### src/rtl/vga_user_pio_out.sv
// vga_user_pio_out: Avalon-MM output PIO with shadow register and vsync-aligned commit.
// Define VGA_USER_PIO_OUT_IRQ_EN to add the IRQ_MASK bit and the registered irq output.
module vga_user_pio_out #(
  parameter int                    DATA_WIDTH       = 22,
  parameter logic [DATA_WIDTH-1:0] RESET_VALUE      = '0,
  parameter bit                    VSYNC_ACTIVE_LOW = 1'b1,
  parameter int                    SYNC_STAGES      = 2
) (
  input  logic                  clk,
  input  logic                  reset_n,
  input  logic [1:0]            address,
  input  logic                  chipselect,
  input  logic                  write_n,
  input  logic [31:0]           writedata,
  output logic [31:0]           readdata,
  input  logic                  vsync_in,
`ifdef VGA_USER_PIO_OUT_IRQ_EN
  output logic                  irq,
`endif
  output logic [DATA_WIDTH-1:0] out_port
);

  logic [SYNC_STAGES-1:0] r_sync;
  logic                   r_vs_d;
  logic [DATA_WIDTH-1:0]  r_shadow;
  logic [DATA_WIDTH-1:0]  r_out;
  logic                   r_pend;
  logic                   r_imm;
  logic                   r_imm_due;
  logic                   r_done;
  logic [15:0]            r_count;
  logic [31:0]            r_rd;

  logic        w_wr;
  logic        w_wr_sh;
  logic        w_wr_ctl;
  logic        w_wr_cnt;
  logic        w_force;
  logic        w_vs;
  logic        w_vedge;
  logic        w_commit;
  logic        w_mask;
  logic [31:0] w_ctl;
  logic [31:0] w_rd;
  logic        w_unused;

  assign w_wr     = chipselect & ~write_n;
  assign w_wr_sh  = w_wr & (address == 2'd0);
  assign w_wr_ctl = w_wr & (address == 2'd2);
  assign w_wr_cnt = w_wr & (address == 2'd3);
  assign w_force  = w_wr_ctl & writedata[2];

  assign w_vs    = r_sync[SYNC_STAGES-1];
  assign w_vedge = VSYNC_ACTIVE_LOW ? (r_vs_d & ~w_vs)
                                    : (~r_vs_d & w_vs);

  // A vsync edge and FORCE together still make one commit.
  assign w_commit = (r_pend & w_vedge) | r_imm_due | w_force;

  assign w_ctl    = {27'd0, w_mask, r_done, 1'b0, r_pend, r_imm};
  assign w_unused = &{1'b0, writedata};

  always_comb begin
    w_rd = '0;
    unique case (address)
      2'd0: w_rd = 32'(r_shadow);
      2'd1: w_rd = 32'(r_out);
      2'd2: w_rd = w_ctl;
      2'd3: w_rd = {16'd0, r_count};
    endcase
  end

  always_ff @(posedge clk or negedge reset_n) begin
    if (!reset_n) begin
      r_sync <= {SYNC_STAGES{VSYNC_ACTIVE_LOW}};
      r_vs_d <= VSYNC_ACTIVE_LOW;
    end else begin
      r_sync <= {r_sync[SYNC_STAGES-2:0], vsync_in};
      r_vs_d <= w_vs;
    end
  end

  always_ff @(posedge clk or negedge reset_n) begin
    if (!reset_n) begin
      r_shadow  <= RESET_VALUE;
      r_out     <= RESET_VALUE;
      r_pend    <= 1'b0;
      r_imm     <= 1'b0;
      r_imm_due <= 1'b0;
      r_done    <= 1'b0;
      r_count   <= '0;
      r_rd      <= '0;
    end else begin
      r_rd      <= w_rd;
      r_imm_due <= w_wr_sh & r_imm;
      if (w_commit)
        r_out <= r_shadow;
      if (w_wr_sh)
        r_shadow <= writedata[DATA_WIDTH-1:0];
      // A new write keeps pending set even if the old value commits now.
      if (w_wr_sh)
        r_pend <= 1'b1;
      else if (w_commit)
        r_pend <= 1'b0;
      if (w_wr_ctl)
        r_imm <= writedata[0];
      if (w_commit)
        r_done <= 1'b1;
      else if (w_wr_ctl & writedata[3])
        r_done <= 1'b0;
      if (w_wr_cnt)
        r_count <= {15'd0, w_commit};
      else if (w_commit)
        r_count <= r_count + 16'd1;
    end
  end

`ifdef VGA_USER_PIO_OUT_IRQ_EN
  logic r_mask;
  logic r_irq;

  always_ff @(posedge clk or negedge reset_n) begin
    if (!reset_n) begin
      r_mask <= 1'b0;
      r_irq  <= 1'b0;
    end else begin
      if (w_wr_ctl)
        r_mask <= writedata[4];
      r_irq <= r_done & r_mask;
    end
  end

  assign w_mask = r_mask;
  assign irq    = r_irq;
`else
  assign w_mask = 1'b0;
`endif

  assign readdata = r_rd;
  assign out_port = r_out;

endmodule

### config.mk
export PLATFORM = sky130hd
export DESIGN_NAME = vga_user_pio_out
export DESIGN_NICKNAME = d
export VERILOG_FILES = /design/src/rtl/vga_user_pio_out.sv
export SDC_FILE = /design/constraint.sdc
export NUM_CORES = 1
export LEC_CHECK = 0
export ABC_AREA = 1
export CORE_MARGIN = 1
export CORE_UTILIZATION = 25
export DETAILED_ROUTE_END_ITERATION = 12
export SYNTH_ARGS = -nofsm -noshare
export SYNTH_HDL_FRONTEND = slang
export SYNTH_SLANG_ARGS = --single-unit
### constraint.sdc
create_clock -name clk -period 1.4 [get_ports clk]
set_clock_uncertainty 0.1 [all_clocks]
set_input_delay 0.21 -clock clk [delete_from_list [all_inputs] [get_ports clk]]
set_output_delay 0.21 -clock clk [all_outputs]
set_load 0.03 [all_outputs]
# Yosys cells after proc, flatten, opt, wreduce, memory -nomap -nowiden
# Index checks and enable logic that the tools add are counted.
[op_classes]
n_addsub = 1
n_eq_ne = 3
muxes = 7
n_bitwise = 13
reduce_logical = 4
[ops]
columns = ["cell", "n"]
rows = [
  ["case mux 32 bit (4 select lines)", 1],
  ["2-to-1 mux 16 bit", 2],
  ["adder 16 x 1 -> 16 bit, second input constant", 1],
  ["bitwise AND 1 bit", 9],
  ["nonzero test 2 bit", 3],
  ["equality test 2 bit, second input constant", 2],
  ["2-to-1 mux 1 bit", 4],
  ["equality test 2 x 1 -> 1 bit, second input constant", 1],
  ["zero test 2 bit", 1],
  ["NOT 1 bit", 2],
  ["OR 1 bit", 2],
]
[word_totals]
reg_bits = 99
inputBits = 39
wordCells = 38

# Longest topological paths before layout
# Gate-level depths: netlist of the first run.
[logic_depth]
ltp_word = 7
ltp_mapped = 10

# Least setup slack after synthesis of the first run
# OpenSTA, ideal clock, no wires.
[synth_path]
path_kind = "reg2reg"
start = "reg r_sync[1]"
end = "reg r_count[3]"
setup_time_ns = 0.117
arrival_time_ns = 1.158
required_ns = 1.183
setup_slack_ns = 0.024
path_stages_with_launch = 10
path_buffers = 2
period_less_slack_ns = 1.376
cell_sequence = "dfstp_2 -> inv_1 -> nand3_1 -> nand2_1 -> inv_1 -> nand2_2 -> buf_8 -> buf_12 -> a21oi_2 -> nor2_1"
[synth_via]
elab_chain_cells = 6
[synth_lines]
columns = ["item", "line", "source"]
rows = [
  ["start, declared", "23", "logic [SYNC_STAGES-1:0] r_sync;"],
  ["start signal, assigned", "75", "r_sync <= {SYNC_STAGES{VSYNC_ACTIVE_LOW}};"],
  ["start signal, assigned", "78", "r_sync <= {r_sync[SYNC_STAGES-2:0], vsync_in};"],
  ["NOT 1 bit", "54", "assign w_vedge = VSYNC_ACTIVE_LOW ? (r_vs_d & ~w_vs)"],
  ["bitwise AND 1 bit", "54", ""],
  ["bitwise AND 1 bit", "58", "assign w_commit = (r_pend & w_vedge) | r_imm_due | w_force;"],
  ["OR 1 bit (2 in a row)", "58", ""],
  ["nonzero test 2 bit (no source line)", "-", ""],
  ["end signal, assigned", "112", "r_count <= {15'd0, w_commit};"],
  ["end signal, assigned", "114", "r_count <= r_count + 16'd1;"],
  ["end, declared", "31", "logic [15:0] r_count;"],
]
# Every way passes these cells.
# A chain may end at the register's enable or synchronous reset.

# Worst setup path after layout of the first run
[layout_path]
start = "reg r_sync[1]"
end = "reg r_count[10]"
# Same word-level chain as after synthesis.

==> results of run 1 <==
## cell families (layout without fill, tap and decap cells)
group                    count (synthesis)  in the layout  share of synthesized area [%]
adder cells (fa/ha/maj)                  1              1                          0.313
AO/OA/AOI/OAI                           53             53                           8.27
buffers and inverters                   72            180                           9.31
XOR/XNOR                                 1              1                          0.219
other                                    1             10                         0.0939
multiplexers                            22             22                           7.90
flip-flops                              89             89                           55.9
AND/OR/NAND/NOR                        175            175                           18.0
## cells in the final DEF (no fill, tap or decap), types with 4 or more instances in the layout
cell,count
sky130_fd_sc_hd__mux2_2,4
sky130_fd_sc_hd__clkdlybuf4s15_2,4
sky130_fd_sc_hd__inv_1,42
sky130_fd_sc_hd__buf_12,21
sky130_fd_sc_hd__nor2_2,7
sky130_fd_sc_hd__a21oi_2,4
sky130_fd_sc_hd__o211ai_1,5
sky130_fd_sc_hd__nand3_1,7
sky130_fd_sc_hd__o21ai_1,10
sky130_fd_sc_hd__nand3_2,5
sky130_fd_sc_hd__nor2_1,26
sky130_fd_sc_hd__buf_4,35
sky130_fd_sc_hd__o221ai_1,8
sky130_fd_sc_hd__conb_1,10
sky130_fd_sc_hd__clkdlybuf4s15_1,10
sky130_fd_sc_hd__nand2_4,9
sky130_fd_sc_hd__nand2_2,16
sky130_fd_sc_hd__buf_6,5
sky130_fd_sc_hd__o21ai_0,15
sky130_fd_sc_hd__clkdlybuf4s50_1,26
sky130_fd_sc_hd__dfrtp_1,85
sky130_fd_sc_hd__nand2_1,95
sky130_fd_sc_hd__mux2_4,18
sky130_fd_sc_hd__o21ai_2,6
sky130_fd_sc_hd__inv_2,5
sky130_fd_sc_hd__clkbuf_2,8
sky130_fd_sc_hd__nor2_4,6
sky130_fd_sc_hd__clkbuf_16,11
## registers in the layout, summed over array words and instances, names as in the netlist
register   cells
out_port      22
r_count       16
r_done         1
r_imm          1
r_imm_due      1
r_pend         1
r_shadow      22
r_sync         2
r_vs_d         1
readdata      22
## synth_stat cells (2+ instances only)
master and n:
sky130_fd_sc_hd__nand2_1 116, sky130_fd_sc_hd__dfrtp_1 86, sky130_fd_sc_hd__inv_1 44, sky130_fd_sc_hd__nor2_1 36
sky130_fd_sc_hd__o21ai_0 28, sky130_fd_sc_hd__mux2_4 18, sky130_fd_sc_hd__buf_4 11, sky130_fd_sc_hd__nand3_1 11
sky130_fd_sc_hd__o221ai_1 8, sky130_fd_sc_hd__clkbuf_1 5, sky130_fd_sc_hd__o211ai_1 5, sky130_fd_sc_hd__buf_6 4
sky130_fd_sc_hd__inv_2 4, sky130_fd_sc_hd__mux2_2 4, sky130_fd_sc_hd__a21oi_1 3, sky130_fd_sc_hd__a21oi_2 3
sky130_fd_sc_hd__dfstp_2 3, sky130_fd_sc_hd__nand2_2 3, sky130_fd_sc_hd__nand4_1 3, sky130_fd_sc_hd__o2111ai_1 3
sky130_fd_sc_hd__o21ai_1 3, sky130_fd_sc_hd__buf_2 2, sky130_fd_sc_hd__nor2_4 2
## worst paths after layout
kind,start,endpoint,slack (ns),depth (start not counted)
setup / recovery,r_sync[1],r_count[10],-0.08,9
hold / removal,reset_n,out_port[21],0.17,2
setup reg to reg,r_sync[1],r_count[10],-0.08,9
hold reg to reg,r_sync[0],r_sync[1],0.25,0
max in group asynchronous,reset_n,readdata[8],0.50,3
min in group clk,vsync_in,r_sync[0],0.18,1
## routing by layer
layer / wire, µm / vias to the layer above
li1: - / 1521
met2: 4850 / 74
met4: 166 / 0
met5: 0 / -
met1: 4400 / 1562
met3: 490 / 12
## critical path: stages, from the launching register on
cell and delay (ns):
sky130_fd_sc_hd__dfstp_2 0.54, sky130_fd_sc_hd__inv_2 0.03, sky130_fd_sc_hd__nand3_2 0.05, sky130_fd_sc_hd__nand2_2 0.05
sky130_fd_sc_hd__inv_2 0.06, sky130_fd_sc_hd__nand2_4 0.09, sky130_fd_sc_hd__buf_12 0.17, sky130_fd_sc_hd__buf_6 0.12
sky130_fd_sc_hd__a21oi_2 0.10, sky130_fd_sc_hd__nor2_1 0.06
## power by group through the flow
stage          combinational (W)  clock (W)  sequential [W]
6_report                 0.00304    0.00225         0.00361
2_1_floorplan           0.000821          0         0.00421
3_5_place_dp             0.00298          0         0.00363
4_1_cts                  0.00292    0.00232         0.00360
5_1_grt                  0.00326    0.00240         0.00367
3_3_place_gp             0.00293          0         0.00362
## stage by stage
stage	util, %	setup slack (ns)	std cells	setup TNS [ns]	cell area, µm²
after CTS	36.6	-0.0591	737	-0.631	5630
after global routing	38.2	-0.127	742	-2.86	5870
after detailed placement	34.6	-0.363	720	-24.60	5320
final	38.2	-0.0802	742	-0.835	5870
after floorplan	-	0.0244	423	0	4030
after global placement	34.6	-0.317	720	-22.30	5320
## layout make-up
class / instances / area [µm²] / area share, %
flip-flops and latches: 89 / 2230 / 38.0
clock inverters: 3 / 17.5 / 0.298
well taps: 211 / 264 / 4.50
clock buffers: 13 / 260 / 4.43
repair buffers: 116 / 1280 / 21.9
inverters: 48 / 193 / 3.28
multi-input cells: 262 / 1620 / 27.6
## what timing repair did
item                                    CTS  global route
cloned                                    0             2
pin swaps                                 0            13
gates resized for setup                  62            80
hold endpoints to repair                 89             0
hold buffers                              1             0
buffers inserted                          0             3
endpoints found under the setup margin   53            69
==> flow_summary.json, run 1 <==
{
  "detail_route.wl_per_cell_um": 13.3,
  "finalHoldViolCount": 0,
  "postSynthRegisterBits": 89,
  "detailedRoute.firstIterationViolations": 115,
  "global_route_wire_length_before_repair_mm": 15.6,
  "sum_of_overflow_across_all_layers_after_global_routing": 0,
  "final.period_utilization_pct": 106,
  "globalRouteMet2Util_pct": 20.0,
  "grt_antenna_before_repair": 0,
  "clkSinkCount": 89,
  "routed-via-count": 3169,
  "yosysWarningCount": 0,
  "grt_use_met3_pct": 3.41,
  "clock_insertion_delay_worst_skew_ns": 0.34,
  "post-dp-hpwl_mm": 6.83,
  "globalRouteTotalUtil_pct": 12.3,
  "avgSynthCellArea_um2": 9.64,
  "gpl.final_weighted_congestion": 0.791,
  "worst-endpoint-arrival_ns": 1.61,
  "worst-setup-path-type": "flip-flop to flip-flop",
  "postSynth.topFlopCell": "sky130_fd_sc_hd__dfrtp_1",
  "worstPathMaxFanout": 7,
  "worst_setup_path_end_kind": "flip-flop",
  "final_setup_violation_count": 21,
  "run_status": "finished, violations left",
  "internal_power_w": 0.00588,
  "drc_errors": 0,
  "drt-pass1-iter-count": 4,
  "proportion_of_layout_cells_with_a_drive_suffix_above_1_pct": 33.1,
  "ys_seq_area_share_pct": 55.9,
  "cts-htree-levels": 3,
  "hold_slack_ns": 0.170,
  "clk_pin_slew_worst_paths_ns": 0.06,
  "p_clk_share_pct": 25.3,
  "irDropWorstVdd_mv": 0.756,
  "ios": 93,
  "cp-start-kind": "flip-flop",
  "routed_wl_mm": 9.91,
  "synth_top_cell_area_share_pct": 53.9,
  "power_per_cell_area_nw_per_um2": 1520,
  "critPathRequiredTime_ns": 1.53,
  "die-height_um": 128,
  "avgViaCountPerCell": 4.27,
  "netlist-cell-type-count": 32,
  "grt_use_met1_pct": 15.6,
  "p_switching_w": 0.00302,
  "final.fill_count": 1458,
  "io_buffer_count": 72,
  "p_total_w": 0.00890,
  "violations_in_the_final_reports": "negative setup slack",
  "start_util_pct": 26.0,
  "leakage_power_nw": 2.81,
  "synth_async_sr_flop_share_pct": 100,
  "core-area_um2": 15400,
  "nNetsFinal": 566,
  "grt-busiest-layer": "met2",
  "ant_nets": 0,
  "die_area_um2": 16500,
  "setup_ws_post_layout_ns": -0.0802,
  "clock_path_buffers": 2,
  "pwr-share-comb_pct": 34.2,
  "hold_path_class": "primary input to asynchronous set/reset pin",
  "grt_setup_unrepaired": "yes",
  "synth_top_cell_by_area": "sky130_fd_sc_hd__dfrtp_1",
  "cts_root_buffer": "sky130_fd_sc_hd__clkbuf_16",
  "area_delta_synth_final_pct": 47.1,
  "placement_rows": 45,
  "finalWorstPathRequiredPeriod_ns": 1.48,
  "postSynthCellCount": 414,
  "synth_area_leaders": "sky130_fd_sc_hd__dfrtp_1, sky130_fd_sc_hd__nand2_1, sky130_fd_sc_hd__mux2_4",
  "slew_limit_fails": 0,
  "number_of_flops_mapped_to_enable_cells_by_yosys": 0,
  "power_frac_seq_pct": 40.5,
  "tritoncts": "yes",
  "clock.fmax_mhz": 676,
  "switching_portion_of_total_power_pct": 34.0,
  "grt_pass1_vias": 3163,
  "n_antenna_cell": 0,
  "tritoncts_buffers": 9,
  "largest_net_degree_at_the_start_of_global_routing": 49,
  "die_w_um": 128,
  "max_cap_violations": 0,
  "syn_area_um2": 3990
}
Power figures use the tool's default switching activity.
==> run 2: changes to the inputs <==
--- a/config.mk
+++ b/config.mk
@@ -5,9 +5,9 @@
 export SDC_FILE = /design/constraint.sdc
 export NUM_CORES = 1
 export LEC_CHECK = 0
-export ABC_AREA = 1
 export CORE_MARGIN = 1
-export CORE_UTILIZATION = 25
+export CORE_UTILIZATION = 35
+export CTS_BUF_LIST = sky130_fd_sc_hd__clkbuf_16
 export DETAILED_ROUTE_END_ITERATION = 12
 export SYNTH_ARGS = -nofsm -noshare
 export SYNTH_HDL_FRONTEND = slang
==> run 2 against run 1 <==
  * The run still ends with negative setup slack left
  * Clock-buffer cell count down 4
  * Via count fell by 14%
  * Critical path depth down 4
  * Sequential cell count unchanged
  * Register-to-register slack lost 0.36 ns
  * Core utilization rose by 13 points
  * Final cell count down 24%
  * First-iteration DRC count fell by 43%
  * Design area shrank 6.0%
  * Sequential power grew 4%
  * Total power rose by 6.1%
  * Critical endpoint is now out_port[3]
  * Largest cell class unchanged
==> flow_summary.json, run 2 <==
{
  "run_status": "finished, violations left",
  "violations_in_the_final_reports": "negative setup slack",
  "worst-path-buf-inv": 2,
  "grt_pass1_vias": 2874,
  "largest_net_degree_at_the_start_of_global_routing": 90,
  "cp-start-kind": "flip-flop",
  "leakage_power_nw": 2.54,
  "hold_path_class": "primary input to flip-flop",
  "nNetsFinal": 457,
  "synth_top_cell_by_area": "sky130_fd_sc_hd__dfrtp_1",
  "synth.most_common_cell": "sky130_fd_sc_hd__dfrtp_1",
  "worst-endpoint-arrival_ns": 1.96,
  "ys_seq_area_share_pct": 57.7,
  "tns_ns": -14.09,
  "netlist-cell-type-count": 38,
  "tritoncts_buffers": 9,
  "placement_rows": 38,
  "cp_slowest_cell": "sky130_fd_sc_hd__dfstp_2",
  "yosysWarningCount": 0,
  "worstPathMaxFanout": 16,
  "synth_async_sr_flop_share_pct": 100,
  "finalHoldViolCount": 0,
  "die_w_um": 107,
  "internal_power_w": 0.00628,
  "grt_antenna_before_repair": 0,
  "pwr-share-comb_pct": 33.9,
  "die_area_um2": 11500,
  "instances_no_fill": 562,
  "detailedRoute.firstIterationViolations": 65,
  "clkSinkCount": 89,
  "final.period_utilization_pct": 132,
  "synth_area_leaders": "sky130_fd_sc_hd__dfrtp_1, sky130_fd_sc_hd__mux2_2, sky130_fd_sc_hd__mux2i_1",
  "yosys-top-cells-count": "sky130_fd_sc_hd__dfrtp_1, sky130_fd_sc_hd__mux2_2, sky130_fd_sc_hd__nand2_1",
  "synth_top_cell_area_share_pct": 55.7,
  "core-area_um2": 10800,
  "number_of_flops_mapped_to_enable_cells_by_yosys": 0,
  "postSynthRegisterBits": 89,
  "crit_path_max_incr_delay_ns": 0.54,
  "detail_route.wl_per_cell_um": 15.8,
  "power_frac_seq_pct": 39.6,
  "most-common-layout-cells": "sky130_fd_sc_hd__dfrtp_1, sky130_fd_sc_hd__buf_4, sky130_fd_sc_hd__mux2_2",
  "start_util_pct": 35.8,
  "slew_limit_fails": 0,
  "clock_insertion_delay_worst_skew_ns": 0.33,
  "p_total_w": 0.00944,
  "postSynth.topFlopCell": "sky130_fd_sc_hd__dfrtp_1",
  "routed_wl_mm": 8.87,
  "tritoncts": "yes",
  "p_clk_share_pct": 26.5,
  "ant_nets": 0,
  "worst_path_most_repeated_cell": "sky130_fd_sc_hd__buf_12",
  "gpl.final_weighted_congestion": 0.769,
  "clock_path_buffers": 2,
  "avgSynthCellArea_um2": 13.0,
  "ios": 93,
  "clk_pin_slew_worst_paths_ns": 0.06,
  "place.detailed.instances": 535,
  "final_setup_violation_count": 40,
  "io_buffer_count": 72,
  "area_delta_synth_final_pct": 42.8,
  "irDropWorstVdd_mv": 0.783,
  "globalRouteTotalUtil_pct": 16.4,
  "sum_of_overflow_across_all_layers_after_global_routing": 0,
  "area_of_combinational_cells_with_multiple_inputs_um2": 1610,
  "cts_root_buffer": "sky130_fd_sc_hd__clkbuf_16",
  "die-height_um": 107,
  "worst-setup-path-type": "flip-flop to flip-flop",
  "drt-pass1-iter-count": 4,
  "switching_portion_of_total_power_pct": 33.5,
  "final.fill_count": 954,
  "post-dp-hpwl_mm": 5.81,
  "critical_path.cell_chain": "and3b_1 -> a211oi_4 -> buf_12 -> buf_12 -> mux2_2",
  "leading_cell_type_in_the_layout_fill_and_taps_excluded": "sky130_fd_sc_hd__dfrtp_1",
  "n_antenna_cell": 0,
  "proportion_of_layout_cells_with_a_drive_suffix_above_1_pct": 37.9,
  "routed-via-count": 2724,
  "drc_errors": 0,
  "critPathRequiredTime_ns": 1.51,
  "power_per_cell_area_nw_per_um2": 1710,
  "clock.fmax_mhz": 543,
  "global_route_wire_length_before_repair_mm": 14.4,
  "p_switching_w": 0.00316,
  "cts-htree-levels": 3,
  "cpLargestDelayFamily": "flip-flops",
  "syn_area_um2": 3870,
  "setup_ws_post_layout_ns": -0.443,
  "worst_setup_path_end_kind": "flip-flop",
  "grt_setup_unrepaired": "yes",
  "avgViaCountPerCell": 4.85,
  "postSynthCellCount": 297,
  "sequential_cell_area_um2": 2230,
  "max_cap_violations": 0,
  "finalWorstPathRequiredPeriod_ns": 1.84
}
## run 2: cell count changes after synthesis, moves of 6 or more
cell,change
sky130_fd_sc_hd__a21oi_1,+9
sky130_fd_sc_hd__inv_1,-44
sky130_fd_sc_hd__mux2_2,+37
sky130_fd_sc_hd__mux2_4,-18
sky130_fd_sc_hd__mux2i_1,+21
sky130_fd_sc_hd__nand2_1,-94
sky130_fd_sc_hd__nor2_1,-26
sky130_fd_sc_hd__o21ai_0,-14
sky130_fd_sc_hd__o221ai_1,-8
sky130_fd_sc_hd__o31ai_1,+6
sky130_fd_sc_hd__or4_1,+6
## run 2: power by group through the flow
stage | Sequential [W] | Clock [W] | Combinational [W]
floorplan | 0.00463 | 0 | 0.000984
global placement | 0.00376 | 0 | 0.00333
detailed placement | 0.00378 | 0 | 0.00337
CTS | 0.00376 | 0.00256 | 0.00325
global route | 0.00383 | 0.00266 | 0.00341
finish | 0.00374 | 0.00250 | 0.00319
## run 2: what timing repair did
action / in CTS / in global routing
cloned: 3 / 0
gates resized for setup: 80 / 34
buffers inserted: 6 / 1
pin swaps: 6 / 6
setup endpoints to repair: 100 / 75
hold buffers: 1 / 0
hold endpoints to repair: 86 / 0
## run 2: path summary, 6_finish.rpt
| path | from | end | slack [ns] | depth (start not counted) |
|---|---|---|---|---|
| min in group asynchronous | reset_n | r_shadow[11] | 0.35 | 3 |
| worst min register to register | r_sync[0] | r_sync[1] | 0.26 | 0 |
| max in group asynchronous | reset_n | r_vs_d | 0.45 | 3 |
| worst min-delay path | vsync_in | r_sync[0] | 0.18 | 1 |
| worst max-delay path | r_sync[1] | out_port[3] | -0.44 | 5 |
| worst max register to register | r_sync[1] | out_port[3] | -0.44 | 5 |
## run 2: logic make-up after synthesis
group | Yosys count | share of synthesized area (%)
XOR/XNOR | 2 | 0.453
multiplexers | 69 | 20.3
other | 1 | 0.0970
AO/OA/AOI/OAI | 40 | 6.38
adder cells (fa/ha/maj) | 1 | 0.324
AND/OR/NAND/NOR | 68 | 10.1
buffers and inverters | 27 | 4.69
flip-flops | 89 | 57.7
## run 2: layout make-up
cell class                      count  area share [%]
Sequential cell                    89            40.4
Clock inverter                      7            1.59
Clock buffer                        9            4.08
Tap cell                          140            3.17
Timing Repair Buffer              127            21.6
Multi-Input combinational cell    190            29.2
## run 2: routing by layer
metal	track usage, %	routed length, µm	vias up
met5	0	0	-
met4	5.28	136	0
met3	3.71	363	8
met2	28.3	4560	63
met1	20.4	3810	1367
li1	-	-	1286
## run 2: per-stage QoR
step | instance area [µm²] | worst slack [ns] | hold WS, ns | utilization, %
2_1_floorplan | 3990 | -0.324 | -0.186 | -
3_3_place_gp | 5070 | -0.691 | 0.191 | 47.0
3_5_place_dp | 5070 | -0.713 | 0.190 | 47.0
4_1_cts | 5490 | -0.441 | 0.170 | 50.9
5_1_grt | 5520 | -0.481 | 0.185 | 51.1
6_report | 5520 | -0.443 | 0.178 | 51.1
